--- config.mk ---
export PLATFORM = sky130hd
export DESIGN_NAME = multiplier_flat
export DESIGN_NICKNAME = d
export VERILOG_FILES = /design/src/rtl/multiplier_pkg.sv /design/src/rtl/multiplier_if.sv /design/src/rtl/multiplier.sv /design/src/flat_wrapper.sv
export SDC_FILE = /design/constraint.sdc
export NUM_CORES = 1
export LEC_CHECK = 0
export ABC_AREA = 1
export BUFFER_PORTS_ARGS = -buffer_cell sky130_fd_sc_hd__buf_2
export CAP_MARGIN = 5
export CORE_MARGIN = 2
export CORE_UTILIZATION = 50
export CTS_CLUSTER_DIAMETER = 30
export DETAILED_ROUTE_END_ITERATION = 10
export PLACE_DENSITY = 0.84
export SYNTH_ARGS = -nofsm -noshare
export SYNTH_HDL_FRONTEND = slang
export SYNTH_SLANG_ARGS = --single-unit
export TNS_END_PERCENT = 10
--- constraint.sdc ---
create_clock -name clk -period 1.87 [get_ports clk]
set_input_delay 0.187 -clock clk [delete_from_list [all_inputs] [get_ports clk]]
set_output_delay 0.187 -clock clk [all_outputs]
set_load 0.05 [all_outputs]
--- src/rtl/multiplier_pkg.sv ---
// ----------------------------------------------------------------------------
// Module   : multiplier_pkg
// Brief    : State encodings shared with the restoring divisor, so STATE_OUT
//            decodes identically in waveforms of both blocks.
// Revision : 1.0 - initial release
// ----------------------------------------------------------------------------
`default_nettype none

package multiplier_pkg;

   localparam int c_STATE_W = 3;

   typedef enum logic [c_STATE_W-1:0] {
      ST_IDLE = 3'd0,
      ST_LOAD = 3'd1,
      ST_CALC = 3'd2,
      ST_DONE = 3'd3
   } state_t;

endpackage : multiplier_pkg

`default_nettype wire

--- src/rtl/multiplier_if.sv ---
// ----------------------------------------------------------------------------
// Module   : multiplier_if
// Brief    : Operand/result bundle of the shift-add multiplier. Carries the
//            err flag only when MULT_REMAINDER_CHECK_EN is defined.
// Revision : 1.0 - initial release
// ----------------------------------------------------------------------------
`default_nettype none

interface multiplier_if #(
   parameter int WIDTH = 4
);

   logic                                  en;
   logic [WIDTH-1:0]                      Q_IN;
   logic [WIDTH-1:0]                      B_IN;
   logic [WIDTH-1:0]                      R_IN;
   logic [2*WIDTH-1:0]                    P_OUT;
   logic                                  valid;
   logic                                  busy;
   logic [multiplier_pkg::c_STATE_W-1:0]  STATE_OUT;
   logic [WIDTH-1:0]                      COUNT_OUT;
`ifdef MULT_REMAINDER_CHECK_EN
   logic                                  err;

   modport master (
      output en, Q_IN, B_IN, R_IN,
      input  P_OUT, valid, busy, STATE_OUT, COUNT_OUT, err
   );

   modport slave (
      input  en, Q_IN, B_IN, R_IN,
      output P_OUT, valid, busy, STATE_OUT, COUNT_OUT, err
   );
`else
   modport master (
      output en, Q_IN, B_IN, R_IN,
      input  P_OUT, valid, busy, STATE_OUT, COUNT_OUT
   );

   modport slave (
      input  en, Q_IN, B_IN, R_IN,
      output P_OUT, valid, busy, STATE_OUT, COUNT_OUT
   );
`endif

endinterface : multiplier_if

`default_nettype wire

--- src/rtl/multiplier.sv ---
// ----------------------------------------------------------------------------
// Module   : multiplier
// Brief    : Sequential shift-add multiplier, P = Q*B + R over WIDTH CALC
//            cycles. Optional remainder sanity flag: MULT_REMAINDER_CHECK_EN.
// Revision : 1.0 - initial release
// ----------------------------------------------------------------------------
`default_nettype none

module multiplier
   import multiplier_pkg::*;
#(
   parameter int WIDTH = 4
) (
   input  wire logic   clk,
   input  wire logic   rst,
   multiplier_if.slave bus
);

   localparam logic [WIDTH-1:0] c_LAST = WIDTH'(WIDTH - 1);

   state_t               r_state;
   state_t               w_state_next;
   logic                 w_valid;
   logic                 w_busy;

   logic [2*WIDTH-1:0]   r_acc;
   logic [2*WIDTH-1:0]   r_p;
   logic [WIDTH-1:0]     r_q;
   logic [WIDTH-1:0]     r_b;
   logic [WIDTH-1:0]     r_count;

   logic [2*WIDTH-1:0]   w_addend;
   logic [2*WIDTH-1:0]   w_acc_next;
   logic                 w_last;

   assign w_last = (r_count == c_LAST);

   always_ff @(posedge clk or posedge rst) begin
      if (rst) begin
         r_state <= ST_IDLE;
      end else begin
         r_state <= w_state_next;
      end
   end

   always_comb begin
      w_state_next = r_state;
      w_valid      = 1'b0;
      w_busy       = 1'b0;
      case (r_state)
         ST_IDLE: begin
            // An X on en evaluates false here, so it never starts an operation.
            if (bus.en) begin
               w_state_next = ST_LOAD;
            end
         end
         ST_LOAD: begin
            w_busy       = 1'b1;
            w_state_next = ST_CALC;
         end
         ST_CALC: begin
            w_busy = 1'b1;
            if (w_last) begin
               w_state_next = ST_DONE;
            end
         end
         ST_DONE: begin
            w_valid      = 1'b1;
            w_state_next = ST_IDLE;
         end
         default: begin
            w_state_next = ST_IDLE;
         end
      endcase
   end

   // Every bit is visited even when Q or B is zero, keeping latency fixed.
   always_comb begin
      w_addend   = r_q[0] ? ({{WIDTH{1'b0}}, r_b} << r_count) : '0;
      w_acc_next = r_acc + w_addend;
   end

   always_ff @(posedge clk or posedge rst) begin
      if (rst) begin
         r_acc   <= '0;
         r_p     <= '0;
         r_q     <= '0;
         r_b     <= '0;
         r_count <= '0;
      end else begin
         case (r_state)
            ST_IDLE: begin
               if (bus.en) begin
                  r_q     <= bus.Q_IN;
                  r_b     <= bus.B_IN;
                  r_acc   <= {{WIDTH{1'b0}}, bus.R_IN};
                  r_count <= '0;
               end
            end
            ST_CALC: begin
               r_acc   <= w_acc_next;
               r_q     <= r_q >> 1;
               r_count <= r_count + 1'b1;
               if (w_last) begin
                  r_p <= w_acc_next;
               end
            end
            default: begin
            end
         endcase
      end
   end

`ifdef MULT_REMAINDER_CHECK_EN
   logic r_err;

   // Flags a triple no valid division could produce: B==0 or R>=B.
   always_ff @(posedge clk or posedge rst) begin
      if (rst) begin
         r_err <= 1'b0;
      end else if (r_state == ST_IDLE && bus.en) begin
         r_err <= (bus.B_IN == '0) || (bus.R_IN >= bus.B_IN);
      end
   end

   assign bus.err = r_err;
`endif

   assign bus.P_OUT     = r_p;
   assign bus.valid     = w_valid;
   assign bus.busy      = w_busy;
   assign bus.STATE_OUT = r_state;
   assign bus.COUNT_OUT = r_count;

endmodule : multiplier

`default_nettype wire

--- src/flat_wrapper.sv ---
// flat-port wrapper written by rule: the top's interface ports become plain ports
module multiplier_flat import multiplier_pkg::*;
#(
   parameter int WIDTH = 4
)
  (clk, rst, bus_en, bus_Q_IN, bus_B_IN, bus_R_IN, bus_P_OUT, bus_valid, bus_busy, bus_STATE_OUT, bus_COUNT_OUT);
  multiplier_if #(.WIDTH(WIDTH)) bus_i ();
  input  wire logic clk;
  input  wire logic rst;
  input wire logic [$bits(bus_i.en)-1:0] bus_en;
  input wire logic [$bits(bus_i.Q_IN)-1:0] bus_Q_IN;
  input wire logic [$bits(bus_i.B_IN)-1:0] bus_B_IN;
  input wire logic [$bits(bus_i.R_IN)-1:0] bus_R_IN;
  output wire logic [$bits(bus_i.P_OUT)-1:0] bus_P_OUT;
  output wire logic [$bits(bus_i.valid)-1:0] bus_valid;
  output wire logic [$bits(bus_i.busy)-1:0] bus_busy;
  output wire logic [$bits(bus_i.STATE_OUT)-1:0] bus_STATE_OUT;
  output wire logic [$bits(bus_i.COUNT_OUT)-1:0] bus_COUNT_OUT;
  assign bus_i.en = bus_en;
  assign bus_i.Q_IN = bus_Q_IN;
  assign bus_i.B_IN = bus_B_IN;
  assign bus_i.R_IN = bus_R_IN;
  assign bus_P_OUT = bus_i.P_OUT;
  assign bus_valid = bus_i.valid;
  assign bus_busy = bus_i.busy;
  assign bus_STATE_OUT = bus_i.STATE_OUT;
  assign bus_COUNT_OUT = bus_i.COUNT_OUT;
  multiplier #(.WIDTH(WIDTH)) u_core (.clk(clk), .rst(rst), .bus(bus_i));
endmodule
# Yosys cells after proc, flatten, opt, wreduce, memory -nomap -nowiden
# Cells that the tools add are included.
[classes]
n_mux = 12
shifts = 1
n_addsub = 2
n_eq_ne = 6
reduce_logical = 7
[ops]
columns = ["operator", "n"]
rows = [
  ["$mux W8", 2],
  ["$pmux W4 S2", 2],
  ["$pmux W8 S2", 1],
  ["$pmux W3 S3", 1],
  ["$add A8 B8 Y8", 1],
  ["$mux W4", 2],
  ["$reduce_and A2 Y1", 4],
  ["$shl A4 B4 Y8", 1],
  ["$eq A3 B2 Y1 const B", 2],
  ["$mux W3", 2],
  ["$add A4 B1 Y4 const B", 1],
  ["$eq A4 B2 Y1 const B", 1],
  ["$eq A3 B1 Y1 const B", 1],
  ["$logic_not A3 Y1", 1],
  ["$mux W1", 2],
  ["$ne A2 B1 Y1 const B", 1],
  ["$ne A2 B2 Y1 const B", 1],
  ["$reduce_bool A2 Y1", 1],
  ["$reduce_or A2 Y1", 1],
]
[word_totals]
in_bits = 15
ff_bits = 31

# Longest topological paths before layout
# Gate-level depths: netlist of the first run.
[depth]
ltp_word = 4
mapped_depth = 16
mapped_depth_nobuf = 16

# Least setup slack after synthesis of the first run
# OpenSTA, ideal clock, no wires.
[synth_timing]
kind = "reg2reg"
startpoint = "reg u_core.r_count[3], in the netlist u_core.bus.COUNT_OUT[3]"
endpoint = "reg u_core.r_p[4], in the netlist u_core.bus.P_OUT[4]"
arrival_time_ns = 2.137
setup_slack_ns = -0.394
period_less_slack_ns = 2.264
setup_time_ns = 0.127
path_buffers = 0
path_stages_with_launch = 14
path_cell_list = "dfrtp_1 > inv_1 > nand2_1 > nor2_1 > inv_1 > nor2_1 > ha_1 > inv_1 > fa_1 > inv_1 > nand3_1 > nand2_1 > xor2_1 > o21ai_0"
[synth_between]
elab_chain_len = 3
elab_cells_between_ends = 5
cone_classes = "add/sub (1); eq/ne (1); shift (1); mux (1); reduce/logical (1)"
[synth_rtl]
columns = ["item", "line", "rtl"]
rows = [
  ["from (decl)", "multiplier.sv:30", "logic [WIDTH-1:0] r_count;"],
  ["from (signal assigned)", "multiplier.sv:103", "r_count <= r_count + 1'b1;"],
  ["$shl A4 B4 Y8", "multiplier.sv:79", "w_addend = r_q[0] ? ({{WIDTH{1'b0}}, r_b} << r_count) : '0;"],
  ["$mux W8", "multiplier.sv:79", ""],
  ["$add A8 B8 Y8", "multiplier.sv:80", "w_acc_next = r_acc + w_addend;"],
  ["to (signal assigned)", "multiplier.sv:105", "r_p <= w_acc_next;"],
  ["to (decl)", "multiplier.sv:27", "logic [2*WIDTH-1:0] r_p;"],
]
# Several ways; a longest one is shown, not always the timed one.
# A chain may end at the register's enable or synchronous reset.

# Worst setup path in the final report of the first run
[layout_timing]
startpoint = "reg u_core.r_count[3], in the netlist u_core.bus.COUNT_OUT[3]"
endpoint = "reg u_core.r_p[6], in the netlist u_core.bus.P_OUT[6]"
# Same word-level chain as after synthesis.

==> flow_metrics.env, run 1 <==
export IMPL_outcome="finished, violations left"
export IMPL_violations="setup timing"
export IMPL_hold_path_class="in2reg"
export IMPL_gp_congestion=0.893
export IMPL_synth_xor_area_share_pct=0.967
export IMPL_place_area_um2=2200
export IMPL_cts_num_sinks=30
export IMPL_total_power_mw=4.89
export IMPL_worstPathRequired_ns=2.10
export IMPL_synth_top_area_share_pct=41.4
export IMPL_fin_crit_ns=2.05
export IMPL_postLayoutCellArea_um2=2430
export IMPL_wirelength_um=4580
export IMPL_grt_first_pass_wirelength_um=7330
export IMPL_synth_area_per_cell_um2=7.68
export IMPL_yosys_area_top_type="dfrtp_1"
export IMPL_n_fill_cell=278
export IMPL_netlist_area_um2=1810
export IMPL_dp_hpwl_um=3180
export IMPL_synthSimpleGateAreaFrac_pct=28.2
export IMPL_syn_num_nets=263
export IMPL_drt_first_pass_iters=4
export IMPL_drt_initial_drc_count=96
export IMPL_antennaDiodeCount=0
export IMPL_routed_via_density=5.13
export IMPL_wl_per_cell_um=13.2
export IMPL_die_w_um=64.2
export IMPL_powerDensity_nw_per_um2=2010
export IMPL_critPathLaunchType="register"
export IMPL_end_kind="register"
export IMPL_io_buffers=30
export IMPL_grtUsageTotal_pct=22.9
export IMPL_p_leak_nw=1.30
export IMPL_antenna_found_initial=0
export IMPL_finalWorstSetupSlack_ns=-0.177
export IMPL_ys_types=31
export IMPL_finalSetupTns_ns=-1.29
export IMPL_max_freq_ghz=0.488
export IMPL_post_route_util_pct=71.2
export IMPL_yosysWarningCount=0
export IMPL_synth_top_family_by_area="simple AND/OR/NAND/NOR gates"
export IMPL_synth_mux_area_share_pct=0
export IMPL_die_area_um2=4120
export IMPL_root_buffer="clkbuf_4"
export IMPL_ys_seq_area_share_pct=41.4
export IMPL_netlist_top_cells_area="dfrtp_1 (41%), nand2_1 (16%), ha_1 (7.6%)"
export IMPL_grt_max_degree=31
export IMPL_drc=0
export IMPL_path_class="reg2reg"
export IMPL_crit_path_max_fanout=3
export IMPL_htree_levels=2
export IMPL_fin_skew_ns=0.00526
export IMPL_syn_to_final_growth_pct=34.3
export IMPL_clk_latency_ns=0.33
export IMPL_cts_buffer_depth=2
export IMPL_timing_final_crit_share_pct=109
export IMPL_layout_commonest_cell="nand2_1"
export IMPL_final_nets=326
export IMPL_cts_clk_slew_worst_paths_ns=0.09
export IMPL_numCtsBuffers=5
export IMPL_final_antenna_net_count=0
export IMPL_core_um2=3420
export IMPL_cts_tree="done"
export IMPL_finalHoldViolCount=0
export IMPL_start_util_pct=53.0
export IMPL_dr_total_vias=1776
export IMPL_overflow=0
export IMPL_dieHeight_um=64.2
export IMPL_yosys_register_bits=30
export IMPL_row_count=21
export IMPL_drv_cap=0
export IMPL_rsz0062_at_grt="yes"
export IMPL_ios=32
export IMPL_grt_pass1_vias=1806
export IMPL_cp_data_arrival_time_ns=2.27
export IMPL_synth_compound_area_share_pct=12.4
export IMPL_mostFrequentLayoutCells="nand2_1 (69), buf_2 (30), buf_4 (28), dfrtp_1 (26), inv_1 (20)"
export IMPL_ir_worst_vdd_mv=1.41
export IMPL_maxSlewViolCount=0
export IMPL_synth_adder_area_share_pct=8.70
export IMPL_drive_above_1_share_pct=38.7
export IMPL_syn_inst=236
export IMPL_setup_viol=11
[layout make-up]
cell class / instances / area (um2) / share of cell area, %
repair buffers: 60 / 382 / 15.7
inverters: 31 / 121 / 4.99
multi-input cells: 171 / 1040 / 42.7
flip-flops and latches: 30 / 756 / 31.1
clock buffers: 8 / 78.8 / 3.24
well taps: 46 / 57.6 / 2.37
[routing by layer]
metal / track usage [%] / up-vias / routed length [um]
met5: 0 / - / 0
li1: - / 899 / -
met3: 4.23 / 8 / 159
met1: 25.0 / 829 / 2010
met2: 42.3 / 40 / 2360
met4: 10.9 / 0 / 55
[sequential cells by signal, summed over array words and instances (netlist names)]
name,count
u_core.r_acc,8
u_core.bus.COUNT_OUT,4
u_core.r_q,4
u_core.bus.P_OUT,8
u_core.bus.STATE_OUT,2
u_core.r_b,4
[metrics by stage]
step,instances,worst slack (ns),hold slack [ns]
final,346,-0.177,0.0505
after floorplan,236,-0.202,0.278
after global placement,335,-0.160,0.275
after CTS,346,-0.122,0.0452
after detailed placement,335,-0.201,0.282
after global routing,346,-0.288,0.0517
[repair_timing]
item | in CTS | in global routing
endpoints found under the hold margin | 30 | 0
pin swaps | 4 | 8
hold buffers | 1 | 0
buffers inserted | 2 | 0
gates resized for setup | 14 | 32
endpoints found under the setup margin | 12 | 14
[logic make-up after synthesis]
kind of cell,Yosys count
and+or+nand+nor,120
AOI/OAI and AO/OA,36
buffers and inverters,35
DFF,30
adders and majority gates,12
xor gates and xnor gates,2
other,1
[cells in the mapped netlist, drive strengths merged]
| master | number |
|---|---|
| a21oi | 9 |
| a22o | 1 |
| a31oi | 5 |
| buf | 4 |
| conb | 1 |
| dfrtp | 30 |
| fa | 1 |
| ha | 11 |
| inv | 31 |
| nand2 | 78 |
| nand3 | 19 |
| nand3b | 1 |
| nand4 | 6 |
| nor2 | 13 |
| nor3 | 2 |
| o211ai | 1 |
| o21a | 1 |
| o21ai | 15 |
| o22ai | 2 |
| o32ai | 2 |
| or2 | 1 |
| xor2 | 2 |
[where the power goes]
part / internal, mW / total, mW / switching (mW)
clock network: 0.257 / 0.481 / 0.224
registers: 0.940 / 1.14 / 0.203
logic: 1.17 / 3.26 / 2.09
[critical path: stages (launching register included)]
cell     delay, ns
dfrtp_2       0.42
inv_2         0.07
nand2_2       0.07
nor2_4        0.13
buf_4         0.12
nand3_1       0.10
o21ai_2       0.10
ha_1          0.29
buf_4         0.16
a21oi_2       0.18
nand4_1       0.16
nand3_1       0.11
nand2_1       0.05
[worst paths after layout]
kind | startpoint | endpoint | slack, ns | depth (start not counted)
setup / recovery | u_core.bus.COUNT_OUT[3] | u_core.bus.P_OUT[6] | -0.18 | 12
hold / removal | bus_B_IN[3] | u_core.r_b[3] | 0.05 | 3
setup reg to reg | u_core.bus.COUNT_OUT[3] | u_core.bus.P_OUT[6] | -0.18 | 12
hold reg to reg | u_core.bus.P_OUT[6] | u_core.bus.P_OUT[6] | 0.48 | 2
max in group asynchronous | rst | u_core.bus.COUNT_OUT[0] | 1.11 | 4
min in group asynchronous | rst | u_core.bus.P_OUT[3] | 0.46 | 4
Power figures use the tool's default switching activity.
==> inputs of run 2 (changes only) <==
--- a/config.mk
+++ b/config.mk
@@ -12,7 +12,7 @@
 export CORE_UTILIZATION = 50
 export CTS_CLUSTER_DIAMETER = 30
 export DETAILED_ROUTE_END_ITERATION = 10
-export PLACE_DENSITY = 0.84
+export PLACE_DENSITY = 0.82
 export SYNTH_ARGS = -nofsm -noshare
 export SYNTH_HDL_FRONTEND = slang
 export SYNTH_SLANG_ARGS = --single-unit
==> constraint.sdc (replaced) <==
create_clock -name clk -period 2.1 [get_ports clk]
set_input_delay 0.21 -clock clk [delete_from_list [all_inputs] [get_ports clk]]
set_output_delay 0.21 -clock clk [all_outputs]
set_load 0.05 [all_outputs]
==> run 2 against run 1 <==
Compared with the run above:
- the run still ends with setup timing left
- largest power group unchanged
- total power is 19% lower
- clock-buffer cell count stayed put
- utilization is 5.6 points lower
- die area stayed put
- sequential cell count stayed put
- register-to-register slack better by 0.17 ns
- hold slack hardly changed
==> flow_metrics.env, run 2 (same netlist as run 1, synthesis figures left out) <==
export IMPL_io_buffers=30
export IMPL_cts_num_sinks=30
export IMPL_layout_commonest_cell="nand2_1"
export IMPL_ir_worst_vdd_mv=1.10
export IMPL_path_class="reg2reg"
export IMPL_die_w_um=64.2
export IMPL_antennaDiodeCount=0
export IMPL_finalWorstSetupSlack_ns=-0.00736
export IMPL_clk_latency_ns=0.35
export IMPL_multi_input_area_um2=1020
export IMPL_fin_crit_ns=2.11
export IMPL_overflow=0
export IMPL_crit_path_max_fanout=6
export IMPL_reg2reg_from="u_core.bus.COUNT_OUT[3]"
export IMPL_dieHeight_um=64.2
export IMPL_die_area_um2=4120
export IMPL_n_fill_cell=299
export IMPL_antenna_found_initial=0
export IMPL_post_route_util_pct=65.7
export IMPL_grtUsageTotal_pct=21.5
export IMPL_r2r_end="u_core.r_acc[2]"
export IMPL_routed_via_density=5.20
export IMPL_slowest_stage="dfrtp_2"
export IMPL_maxSlewViolCount=0
export IMPL_htree_levels=2
export IMPL_fin_skew_ns=0.00494
export IMPL_drv_cap=0
export IMPL_worstPathRequired_ns=2.35
export IMPL_max_freq_ghz=0.475
export IMPL_crit_chain="inv_4, nand2_4, nor2_4, inv_4, nor2_2, ha_2, inv_2, fa_2, xor2_1, o21ai_1, o21a_1"
export IMPL_cts_clk_slew_worst_paths_ns=0.09
export IMPL_cts_tree="done"
export IMPL_hold_path_class="in2reg"
export IMPL_cts_buffer_depth=2
export IMPL_syn_to_final_growth_pct=23.8
export IMPL_timing_final_crit_share_pct=100
export IMPL_final_cells=327
export IMPL_dr_total_vias=1701
export IMPL_r2r_cells=11
export IMPL_dp_hpwl_um=3150
export IMPL_outcome="finished, violations left"
export IMPL_min_to="u_core.r_b[1]"
export IMPL_violations="setup timing"
export IMPL_finalHoldViolCount=0
export IMPL_numCtsBuffers=5
export IMPL_mostFrequentLayoutCells="nand2_1 (70), buf_2 (31), dfrtp_1 (26), inv_1 (22), nand3_1 (13)"
export IMPL_p_leak_nw=1.17
export IMPL_rsz0062_at_grt="yes"
export IMPL_grt_pass1_vias=1596
export IMPL_powerDensity_nw_per_um2=1770
export IMPL_slowest_delay_ns=0.43
export IMPL_grt_max_degree=31
export IMPL_critPathLaunchType="register"
export IMPL_final_nets=307
export IMPL_holdPathStages=3
export IMPL_gp_congestion=0.974
export IMPL_dpl_cell_count=315
export IMPL_drc=0
export IMPL_wl_per_cell_um=13.1
export IMPL_cp_common_cell="inv_4"
export IMPL_core_um2=3420
export IMPL_end_kind="register"
export IMPL_wirelength_um=4280
export IMPL_grt_first_pass_wirelength_um=6700
export IMPL_cp_data_arrival_time_ns=2.35
export IMPL_final_antenna_net_count=0
export IMPL_drt_first_pass_iters=4
export IMPL_start_util_pct=53.0
export IMPL_row_count=21
export IMPL_setup_viol=2
export IMPL_total_power_mw=3.98
export IMPL_seqCellArea_um2=756
export IMPL_root_buffer="clkbuf_4"
export IMPL_ios=32
export IMPL_drt_initial_drc_count=81
export IMPL_rrSetupSlack_ns=-0.007
export IMPL_hp_start="bus_B_IN[1]"
export IMPL_drive_above_1_share_pct=31.0
[run 2: critical path, delay by kind of cell, from the launching register on]
family,cells,cell delay (ns)
AO/OA/AOI/OAI,2,0.21
XOR/XNOR,1,0.31
adder cells (fa/ha/maj),2,0.58
buffers and inverters,3,0.18
flip-flops,1,0.43
AND/OR/NAND/NOR,3,0.30
[run 2: area by class of cell]
class | instances | area share (%)
clock buffers | 8 | 2.18
inverters | 31 | 5.52
multi-input cells | 171 | 45.7
flip-flops and latches | 30 | 33.7
well taps | 46 | 2.57
repair buffers | 41 | 10.4
[run 2: per-layer routing]
layer / GRT usage [%] / up-vias / share of wire [%]
met5: 0 / - / 0
met4: 10.4 / 0 / 3.7
met3: 5.11 / 19 / 5.3
met2: 35.9 / 51 / 48
met1: 26.0 / 772 / 43
li1: - / 859 / -
[run 2: timing repair]
item | CTS | global route
setup buffers | 0 | 3
hold buffers | 1 | 0
setup endpoints to repair | 2 | 11
endpoints found under the hold margin | 30 | 0
gates resized for setup | 1 | 39
pin swaps | 0 | 16
[run 2: stage by stage]
| stage | worst slack [ns] | hold WS, ns | cell area [um2] | setup TNS, ns |
|---|---|---|---|---|
| after global routing | -0.0811 | 0.0613 | 2240 | -0.427 |
| after floorplan | -0.0237 | 0.301 | 1820 | -0.0715 |
| final | -0.00736 | 0.0504 | 2240 | -0.00916 |
| after detailed placement | 0.0116 | 0.310 | 2050 | 0 |
| after CTS | 0.00500 | 0.0520 | 2110 | 0 |
| after global placement | 0.0846 | 0.297 | 2050 | 0 |
[run 2: worst max-delay path by stage]
stage | from | endpoint | cells past startpoint
after detailed placement | u_core.bus.COUNT_OUT[3] | u_core.bus.P_OUT[4] | 13
after CTS | u_core.bus.COUNT_OUT[3] | u_core.bus.P_OUT[4] | 13
after floorplan | u_core.bus.COUNT_OUT[2] | u_core.bus.P_OUT[7] | 15
final | u_core.bus.COUNT_OUT[3] | u_core.r_acc[2] | 11
after global placement | u_core.bus.COUNT_OUT[2] | u_core.bus.P_OUT[6] | 11
after global routing | u_core.bus.COUNT_OUT[3] | u_core.bus.P_OUT[6] | 14
[run 2: report_power, final]
group	switching, mW	leakage, nW	internal [mW]
registers	0.184	0.368	0.837
logic	1.77	0.779	0.853
clock network	0.199	0.0265	0.133
total	2.16	1.17	1.82
==> inputs of run 3 (changes only) <==
==> constraint.sdc (replaced) <==
create_clock -name clk -period 2.6 [get_ports clk]
set_input_delay 0.26 -clock clk [delete_from_list [all_inputs] [get_ports clk]]
set_output_delay 0.26 -clock clk [all_outputs]
set_load 0.05 [all_outputs]
==> run 3 against run 2 <==
Compared with the run above:
- the run now ends clean
- global-route usage shrank 0.26 points
- sequential cell count unchanged
- utilization decreased by 4.6 points
==> flow_metrics.env, run 3 (same netlist as run 1, synthesis figures left out) <==
export IMPL_finalHoldViolCount=0
export IMPL_p_leak_nw=1.14
export IMPL_overflow=0
export IMPL_ios=32
export IMPL_die_w_um=64.2
export IMPL_crit_family="adder cells"
export IMPL_holdPathStages=3
export IMPL_slowest_delay_ns=0.40
export IMPL_max_freq_ghz=0.439
export IMPL_grt_pass1_vias=1453
export IMPL_post_cts_setup_buffers=0
export IMPL_numCtsBuffers=5
export IMPL_die_area_um2=4120
export IMPL_drt_first_pass_iters=4
export IMPL_clk_latency_ns=0.35
export IMPL_cts_num_sinks=30
export IMPL_final_nets=300
export IMPL_whs_ns=0.0989
export IMPL_antenna_found_initial=0
export IMPL_grt_max_degree=31
export IMPL_r2r_cells=13
export IMPL_cts_clk_slew_worst_paths_ns=0.09
export IMPL_dieHeight_um=64.2
export IMPL_syn_to_final_growth_pct=15.1
export IMPL_r2r_end="u_core.r_acc[4]"
export IMPL_drv_cap=0
export IMPL_setup_viol=0
export IMPL_cp_data_arrival_time_ns=2.50
export IMPL_core_um2=3420
export IMPL_powerDensity_nw_per_um2=1400
export IMPL_slowest_stage="dfrtp_1"
export IMPL_min_to="u_core.r_b[1]"
export IMPL_io_buffers=30
export IMPL_gp_congestion=0.953
export IMPL_mostFrequentLayoutCells="nand2_1 (77), buf_2 (30), dfrtp_1 (30), inv_1 (28), nand3_1 (18)"
export IMPL_fin_skew_ns=0.0155
export IMPL_cp_common_cell="inv_1"
export IMPL_drive_above_1_share_pct=17.9
export IMPL_maxSlewViolCount=0
export IMPL_rrSetupSlack_ns=0.32
export IMPL_outcome="finished clean"
export IMPL_worstPathRequired_ns=2.82
export IMPL_layout_commonest_cell="nand2_1"
export IMPL_rsz0062_at_grt="no"
export IMPL_grt_first_pass_wirelength_um=6530
export IMPL_drc=0
export IMPL_reg2reg_from="u_core.bus.COUNT_OUT[3]"
export IMPL_hp_start="bus_B_IN[1]"
export IMPL_critPathLaunchType="register"
export IMPL_dr_total_vias=1657
export IMPL_wirelength_um=3860
export IMPL_grtUsageTotal_pct=21.2
export IMPL_ir_worst_vdd_mv=0.992
export IMPL_crit_path_max_fanout=6
export IMPL_drt_initial_drc_count=66
export IMPL_htree_levels=2
export IMPL_cts_tree="done"
export IMPL_cp_buffers_inverters=4
export IMPL_timing_final_crit_share_pct=87.7
export IMPL_hold_path_class="in2reg"
export IMPL_final_antenna_net_count=0
export IMPL_fin_crit_ns=2.28
export IMPL_cts_buffer_depth=2
export IMPL_routed_via_density=5.18
export IMPL_wl_per_cell_um=12.1
export IMPL_dp_hpwl_um=3010
export IMPL_worst_path_stages=13
export IMPL_root_buffer="clkbuf_4"
export IMPL_end_kind="register"
export IMPL_crit_chain="inv_1, nand2_1, nor2_2, inv_1, nor2_1, ha_1, inv_1, fa_1, inv_1, nand3_1, nand2_1, xor2_1, o21ai_0"
export IMPL_start_util_pct=53.0
export IMPL_antennaDiodeCount=0
export IMPL_row_count=21
export IMPL_path_class="reg2reg"
export IMPL_finalSetupTns_ns=0
==> run 3: cell types whose count changed in the layout (fill, tap and decap cells not counted), moves of 5 or more <==
cell,change
nand2_1,+7
buf_4,-6
inv_1,+6
nand2_2,-6
o21ai_0,+6
nand3_1,+5
nand3_2,-5
==> run 3: worst max-delay path by stage <==
stage | start | endpoint | slack, ns
floorplan | u_core.bus.COUNT_OUT[3] | u_core.bus.P_OUT[4] | 0.34
global placement | u_core.bus.COUNT_OUT[3] | u_core.bus.P_OUT[4] | 0.38
detailed placement | u_core.bus.COUNT_OUT[3] | u_core.r_acc[6] | 0.32
CTS | u_core.bus.COUNT_OUT[3] | u_core.r_acc[4] | 0.28
global route | u_core.bus.COUNT_OUT[3] | u_core.r_acc[4] | 0.06
finish | u_core.bus.COUNT_OUT[3] | u_core.r_acc[4] | 0.32
==> run 3: worst register-to-register path, delay by kind of cell, from the launching register on <==
kind / cells / cell delay [ns]
flip-flops: 1 / 0.40
AO/OA/AOI/OAI: 1 / 0.09
XOR/XNOR: 1 / 0.17
AND/OR/NAND/NOR: 5 / 0.50
adder cells (fa/ha/maj): 2 / 0.59
buffers and inverters: 4 / 0.40
==> run 3: power by group <==
part           switching, mW  total, mW  leakage [nW]  internal [mW]
logic                   1.28       1.81         0.731          0.538
registers              0.149      0.822         0.374          0.672
clock network          0.160      0.291        0.0353          0.131
total                   1.59       2.93          1.14           1.34
==> run 3: layer usage <==
metal | vias to the layer above | part of all wire [%] | routed length, um | GRT usage [%]
met4 | 0 | 1.8 | 69 | 8.24
met2 | 47 | 45 | 1740 | 33.7
met3 | 7 | 6.0 | 231 | 7.92
li1 | 854 | - | - | -
met1 | 749 | 47 | 1820 | 26.2
met5 | - | 0 | 0 | 0
==> run 3: area by class of cell <==
cell class / instances / area, um2
clock buffer: 7 / 55.1
timing repair buffer: 34 / 183
sequential: 30 / 751
fill: 349 / 1330
multi-input combinational: 171 / 916
clock inverter: 1 / 5.00
tap: 46 / 57.6
inverter: 31 / 119
==> run 3: repair_timing <==
| item | 4_1_cts | 5_1_grt |
|---|---|---|
| endpoints found under the setup margin | 0 | 3 |
| hold buffers | 1 | 0 |
| resized for setup | 0 | 1 |
| hold endpoints to repair | 24 | 0 |
==> run 3: metrics by stage <==
step / setup slack (ns) / util (%) / area, um2 / instances / power (mW)
6_report: 0.321 / 61.1 / 2090 / 320 / 2.93
5_1_grt: 0.0593 / 61.1 / 2090 / 320 / 3.20
4_1_cts: 0.284 / 61.0 / 2080 / 320 / 2.93
3_5_place_dp: 0.317 / 58.9 / 2010 / 311 / 2.64
3_3_place_gp: 0.382 / 58.9 / 2010 / 311 / 2.58
2_1_floorplan: 0.336 / - / 1810 / 236 / 2.25
